File: src/rtl/tick_serial_tx_pkg.sv
// Shared definitions for the tick-paced serial transmitter: state encoding and line levels.
package tick_serial_tx_pkg;

  typedef enum logic [2:0] {
    S_IDLE   = 3'd0,
    S_ARM    = 3'd1,
    S_START  = 3'd2,
    S_DATA   = 3'd3,
    S_PARITY = 3'd4,
    S_STOP   = 3'd5
  } state_t;

  localparam logic LINE_IDLE = 1'b1;
  localparam logic START_BIT = 1'b0;

endpackage

File: src/rtl/tick_serial_tx_if.sv
// Word handoff, bit strobe and serial/status lines between upstream logic and the transmitter.
interface tick_serial_tx_if #(
  parameter int DATA_BITS = 8
);

  logic                 Tick;
  logic [DATA_BITS-1:0] DataIn;
  logic                 Load;
  logic                 Ready;
  logic                 SerialOut;
  logic                 Busy;
  logic                 Done;

  modport master (
    output Tick, DataIn, Load,
    input  Ready, SerialOut, Busy, Done
  );

  modport slave (
    input  Tick, DataIn, Load,
    output Ready, SerialOut, Busy, Done
  );

endinterface

File: src/rtl/tick_serial_tx.sv
// Serial transmitter paced by an external one-cycle Tick: start, data LSB-first, optional parity, stop.
module tick_serial_tx
  import tick_serial_tx_pkg::*;
#(
  parameter int DATA_BITS  = 8,
  parameter int STOP_BITS  = 1,
  parameter int PARITY_EN  = 0,
  parameter int PARITY_ODD = 0
) (
  input logic             Clock,
  input logic             Reset,
  tick_serial_tx_if.slave bus
);

  localparam int CNT_W = $clog2(DATA_BITS + 1);

  state_t               state, state_n;
  logic [DATA_BITS-1:0] shreg, shreg_n;
  logic                 par, par_n;
  logic [CNT_W-1:0]     cnt, cnt_n;
  logic                 stop_left, stop_left_n;
  logic                 so, so_n;
  logic                 done, done_n;
  logic                 ready, busy;

  always_ff @(posedge Clock) begin
    if (Reset) begin
      state     <= S_IDLE;
      cnt       <= '0;
      stop_left <= 1'b0;
      so        <= LINE_IDLE;
      done      <= 1'b0;
      ready     <= 1'b1;
      busy      <= 1'b0;
    end else begin
      state     <= state_n;
      cnt       <= cnt_n;
      stop_left <= stop_left_n;
      so        <= so_n;
      done      <= done_n;
      ready     <= (state_n == S_IDLE);
      busy      <= (state_n != S_IDLE);
    end
  end

  // Word and parity only matter once a frame is accepted, so they carry no reset.
  always_ff @(posedge Clock) begin
    shreg <= shreg_n;
    par   <= par_n;
  end

  always_comb begin
    state_n     = state;
    shreg_n     = shreg;
    par_n       = par;
    cnt_n       = cnt;
    stop_left_n = stop_left;
    so_n        = so;
    done_n      = 1'b0;
    case (state)
      S_IDLE: begin
        so_n = LINE_IDLE;
        if (bus.Load) begin
          shreg_n = bus.DataIn;
          par_n   = (^bus.DataIn) ^ (PARITY_ODD != 0);
          cnt_n   = '0;
          state_n = S_ARM;
        end
      end
      // A Tick in the Load cycle is ignored so the start bit always spans a full period.
      S_ARM: begin
        if (bus.Tick) begin
          so_n    = START_BIT;
          state_n = S_START;
        end
      end
      S_START: begin
        if (bus.Tick) begin
          so_n    = shreg[0];
          shreg_n = shreg >> 1;
          cnt_n   = CNT_W'(1);
          state_n = S_DATA;
        end
      end
      S_DATA: begin
        if (bus.Tick) begin
          if (cnt == CNT_W'(DATA_BITS)) begin
            if (PARITY_EN != 0) begin
              so_n    = par;
              state_n = S_PARITY;
            end else begin
              so_n        = LINE_IDLE;
              stop_left_n = (STOP_BITS == 2);
              state_n     = S_STOP;
            end
          end else begin
            so_n    = shreg[0];
            shreg_n = shreg >> 1;
            cnt_n   = cnt + CNT_W'(1);
          end
        end
      end
      S_PARITY: begin
        if (bus.Tick) begin
          so_n        = LINE_IDLE;
          stop_left_n = (STOP_BITS == 2);
          state_n     = S_STOP;
        end
      end
      S_STOP: begin
        if (bus.Tick) begin
          if (stop_left) begin
            stop_left_n = 1'b0;
          end else begin
            cnt_n   = '0;
            done_n  = 1'b1;
            state_n = S_IDLE;
          end
        end
      end
      default: begin
        so_n    = LINE_IDLE;
        state_n = S_IDLE;
      end
    endcase
  end

  assign bus.Ready     = ready;
  assign bus.Busy      = busy;
  assign bus.SerialOut = so;
  assign bus.Done      = done;

endmodule
File: src/flat_wrapper.sv
// flat-port wrapper written by rule: the top's interface ports become plain ports
module tick_serial_tx_flat import tick_serial_tx_pkg::*;
#(
  parameter int DATA_BITS  = 8,
  parameter int STOP_BITS  = 1,
  parameter int PARITY_EN  = 0,
  parameter int PARITY_ODD = 0
)
  (Clock, Reset, bus_Tick, bus_DataIn, bus_Load, bus_Ready, bus_SerialOut, bus_Busy, bus_Done);
  tick_serial_tx_if #(.DATA_BITS(DATA_BITS)) bus_i ();
  input logic Clock;
  input logic Reset;
  input wire logic [$bits(bus_i.Tick)-1:0] bus_Tick;
  input wire logic [$bits(bus_i.DataIn)-1:0] bus_DataIn;
  input wire logic [$bits(bus_i.Load)-1:0] bus_Load;
  output wire logic [$bits(bus_i.Ready)-1:0] bus_Ready;
  output wire logic [$bits(bus_i.SerialOut)-1:0] bus_SerialOut;
  output wire logic [$bits(bus_i.Busy)-1:0] bus_Busy;
  output wire logic [$bits(bus_i.Done)-1:0] bus_Done;
  assign bus_i.Tick = bus_Tick;
  assign bus_i.DataIn = bus_DataIn;
  assign bus_i.Load = bus_Load;
  assign bus_Ready = bus_i.Ready;
  assign bus_SerialOut = bus_i.SerialOut;
  assign bus_Busy = bus_i.Busy;
  assign bus_Done = bus_i.Done;
  tick_serial_tx #(.DATA_BITS(DATA_BITS), .STOP_BITS(STOP_BITS), .PARITY_EN(PARITY_EN), .PARITY_ODD(PARITY_ODD)) u_core (.Clock(Clock), .Reset(Reset), .bus(bus_i));
endmodule
File: config.mk
export PLATFORM = sky130hd
export DESIGN_NAME = tick_serial_tx_flat
export DESIGN_NICKNAME = d
export VERILOG_FILES = /design/src/rtl/tick_serial_tx_pkg.sv /design/src/rtl/tick_serial_tx_if.sv /design/src/rtl/tick_serial_tx.sv /design/src/flat_wrapper.sv
export SDC_FILE = /design/constraint.sdc
export NUM_CORES = 1
export LEC_CHECK = 0
export CORE_MARGIN = 2
export CORE_UTILIZATION = 45
export DETAILED_ROUTE_END_ITERATION = 8
export GPL_TIMING_DRIVEN = 0
export PLACE_DENSITY = 0.66
export SYNTH_ARGS = -nofsm -noshare
export SYNTH_HDL_FRONTEND = slang
export SYNTH_SLANG_ARGS = --single-unit
File: constraint.sdc
create_clock -name Clock -period 3.8 [get_ports Clock]
set_clock_uncertainty 0.2 [all_clocks]
set_input_delay 0.57 -clock Clock [delete_from_list [all_inputs] [get_ports Clock]]
set_output_delay 0.57 -clock Clock [all_outputs]
set_load 0.05 [all_outputs]
==> results.yml <==
synth:
  synth-main-ff-cell: "sky130_fd_sc_hd__dfxtp_1"
  synth_xor_area_frac: 0
  netlist-cell-type-count: 38
  post_synth_most_frequent_cells: "sky130_fd_sc_hd__dfxtp_1, sky130_fd_sc_hd__edfxtp_1, sky130_fd_sc_hd__mux2_2, sky130_fd_sc_hd__nand3_1"
  post-synth-top-area-fraction: 0.246
  synth_compound_gate_area_share: 0.164
  syn_area_um2: 977
  cell_with_the_most_instances_after_synthesis: "sky130_fd_sc_hd__dfxtp_1"
  synth_largest_area_cell: "sky130_fd_sc_hd__edfxtp_1"
  number_of_enable_type_register_cells_in_the_synthesized_netlist: 8
  yosys-top-cells-area: "sky130_fd_sc_hd__edfxtp_1, sky130_fd_sc_hd__dfxtp_1, sky130_fd_sc_hd__mux2_2, sky130_fd_sc_hd__nand3_1, sky130_fd_sc_hd__a21oi_1"
  syn_area_per_cell_um2: 11.0
  syn-instance-count: 89
  synth_adder_area_share: 0.0256
  mappedNetlistNets: 103
  main_combinational_cell_family_by_area_after_synthesis: "compound AO/OA/AOI/OAI gates"
  ys_seq_area_frac: 0.471
  synth-async-reset-ratio: 0
  synthesis.yosys.warnings: 0
  yosys.area_share.simple: 0.164
  postSynthRegisterBits: 19
  yosys-mux-area-fraction: 0.113
cts:
  cts-hold-fix-buffers: 0
  clockBufferDepth: 2
  clock_buffer_count_from_cts: 3
  htree_levels: 1
  cts_post_setup_buffers_inserted: 0
  ctsResizeCount: 0
  worstSkewPairLatency_ns: 0.30
  cts_sinks: 19
  cts_tree: "built"
  cts.reportedPaths.clkPinSlew_ns: 0.11
  cts-root-buf: "sky130_fd_sc_hd__clkbuf_4"
die:
  floorplan.core_area_um2: 2000
  rows: 16
  dieArea_um2: 2560
  start_util: 0.488
  height_of_the_die_um: 50.6
  ios: 16
  die_x_um: 50.6
layout:
  layout-area-overhead-vs-synth_pct: 21.6
  antennaDiodeCount: 0
  design_area_um2: 1190
  drive_above_1_share: 0.213
  finish.net_count: 123
detailed_routing:
  ant_nets: 0
  post-route-drc-count: 0
  dr_total_vias: 731
  drt-pass1-iter-count: 4
  drt_iter0_markers: 3
  wl_per_cell_um: 12.9
  met1Wirelength_um: 813
  topRoutingLayerUsed: "met3"
  wl_met3_um: 41
  met2RoutedLength_um: 882
  via_per_inst: 5.41
  drt_wl_total_mm: 1.74
power_and_ir_drop:
  sw_frac_of_total: 0.262
  power.combinational.fraction: 0.182
  max-vdd-ir-drop_uv: 263
  power.static_leakage_nw: 0.423
  switching_power_total_uw: 109
  cellPowerDensity_nw_per_um2: 348
  power.sequential.fraction: 0.569
  internal_power_contribution_uw: 305
  power.clock.fraction: 0.250
global_route:
  antenna_found_initial: 0
  overflow: 0
  grt_start_max_net_pins: 12
  number_of_global_route_vias_before_repair: 680
  grt_use_total: 0.154
  grt_first_pass_wirelength_mm: 2.99
setup_path:
  cp-startpoint: "u_core.bus.SerialOut"
  worst-r2r-setup-slack_ns: 2.09
  r2r_start: "u_core.cnt[0]"
  path_max_fanout: 2
  timing.critical_path.depth: 1
  path_cells: "clkdlybuf4s50_1"
  critical_path.top_delay_family: "buffers and inverters"
  critPathSlowestCell: "sky130_fd_sc_hd__clkdlybuf4s50_1"
  worst-setup-path-type: "register to output port"
  ff_to_ff_end: "u_core.cnt[2]"
  critical_path_buf_inv_count: 1
  cp_data_arrival_time_ns: 1.43
  cpPeakStageDelay_ns: 0.79
  worst_path_required_ns: 3.03
  critPathCapture: "bus_SerialOut"
  worstSetupEndpointType: "output port"
  reg2reg_depth: 6
  cp-start-kind: "register"
placed_design:
  finalWeightedCongestion: 0.724
  port_buffers: 15
  detailed_place_hpwl_mm: 1.29
  place_ws_ns: 1.55
  place_area_um2: 1160
min_path:
  hold_path_class: "register to register"
  worst_hold_path.num_cells: 2
timing:
  final_hold_viol_count: 0
  max_freq_mhz: 454
  finalWorstSetupSlack_ns: 1.60
  max_slew.worst_pin.slew_ns: 0.491
  timing.final.crit_period_ns: 2.20
  finalSetupTns_ns: 0
  finalCritPeriodShare: 0.580
  final_setup_fails: 0
  finalMaxSlewViolations: 0
  rsz0062_at_grt: "false"
  relSlewSlack: 0.672
job:
  maxCapViolations: 0
outcome:
  run_status: "completed"
metal layers:
| metal | global-route usage | vias up |
|---|---|---|
| met1 | 0.198 | 353 |
| met2 | 0.261 | 8 |
| li1 | - | 370 |
| met5 | 0 | - |
| met4 | 0.0405 | 0 |
| met3 | 0.0357 | 0 |
layout make-up:
cell class | count | area [um^2]
well taps | 27 | 33.8
inverters | 5 | 23.8
multi-input cells | 59 | 455
clock inverters | 1 | 5.00
repair buffers | 15 | 150
clock buffers | 3 | 22.5
plain buffers | 6 | 37.5
fillers | 190 | 813
flip-flops and latches | 19 | 460
kinds of logic after synthesis:
| logic type | count (synthesis) |
|---|---|
| AOI/OAI and AO/OA | 21 |
| adders and majority gates | 2 |
| buffers and inverters | 11 |
| DFF | 19 |
| muxes | 10 |
| and+or+nand+nor | 26 |
power by group through the flow:
stage | Sequential, mW | Clock [mW] | Combinational, mW
6_report | 0.235 | 0.103 | 0.0751
5_1_grt | 0.237 | 0.115 | 0.0820
4_1_cts | 0.236 | 0.106 | 0.0761
3_5_place_dp | 0.240 | 0 | 0.0762
3_3_place_gp | 0.240 | 0 | 0.0741
2_1_floorplan | 0.247 | 0 | 0.0426
cells in the final DEF (no fill, tap or decap), types with 2 or more instances in the layout:
cell type	n
sky130_fd_sc_hd__dfxtp_1	11
sky130_fd_sc_hd__nor2_1	5
sky130_fd_sc_hd__buf_2	3
sky130_fd_sc_hd__nor2b_1	2
sky130_fd_sc_hd__ha_1	2
sky130_fd_sc_hd__clkbuf_4	3
sky130_fd_sc_hd__nand3b_1	3
sky130_fd_sc_hd__clkdlybuf4s50_1	15
sky130_fd_sc_hd__o21ai_0	3
sky130_fd_sc_hd__a221oi_1	2
sky130_fd_sc_hd__a21oi_1	5
sky130_fd_sc_hd__o21bai_1	2
sky130_fd_sc_hd__inv_1	4
sky130_fd_sc_hd__nand3_1	6
sky130_fd_sc_hd__mux2_2	8
sky130_fd_sc_hd__mux2i_1	2
sky130_fd_sc_hd__edfxtp_1	8
through the flow:
step	power, mW	hold WS [ns]	instances	util
after global placement	0.314	0.300	131	0.580
final	0.414	0.330	135	0.594
after floorplan	0.290	0.280	89	-
after detailed placement	0.317	0.316	131	0.580
after global routing	0.434	0.364	135	0.594
after CTS	0.418	0.332	135	0.594
flip-flops by register name (all words and copies together), names as in the netlist:
register	flops
u_core.bus.Busy	1
u_core.bus.Done	1
u_core.bus.Ready	1
u_core.bus.SerialOut	1
u_core.cnt	4
u_core.shreg	8
u_core.state	3
worst min path at each step:
stage                              from       endpoint
final                     u_core.cnt[3]  u_core.cnt[3]
after detailed placement  u_core.cnt[3]  u_core.cnt[3]
after floorplan           u_core.cnt[1]  u_core.cnt[1]
after global placement    u_core.cnt[1]  u_core.cnt[1]
after global routing      u_core.cnt[1]  u_core.cnt[1]
after CTS                 u_core.cnt[3]  u_core.cnt[3]
(Power assumes the default switching activity.)
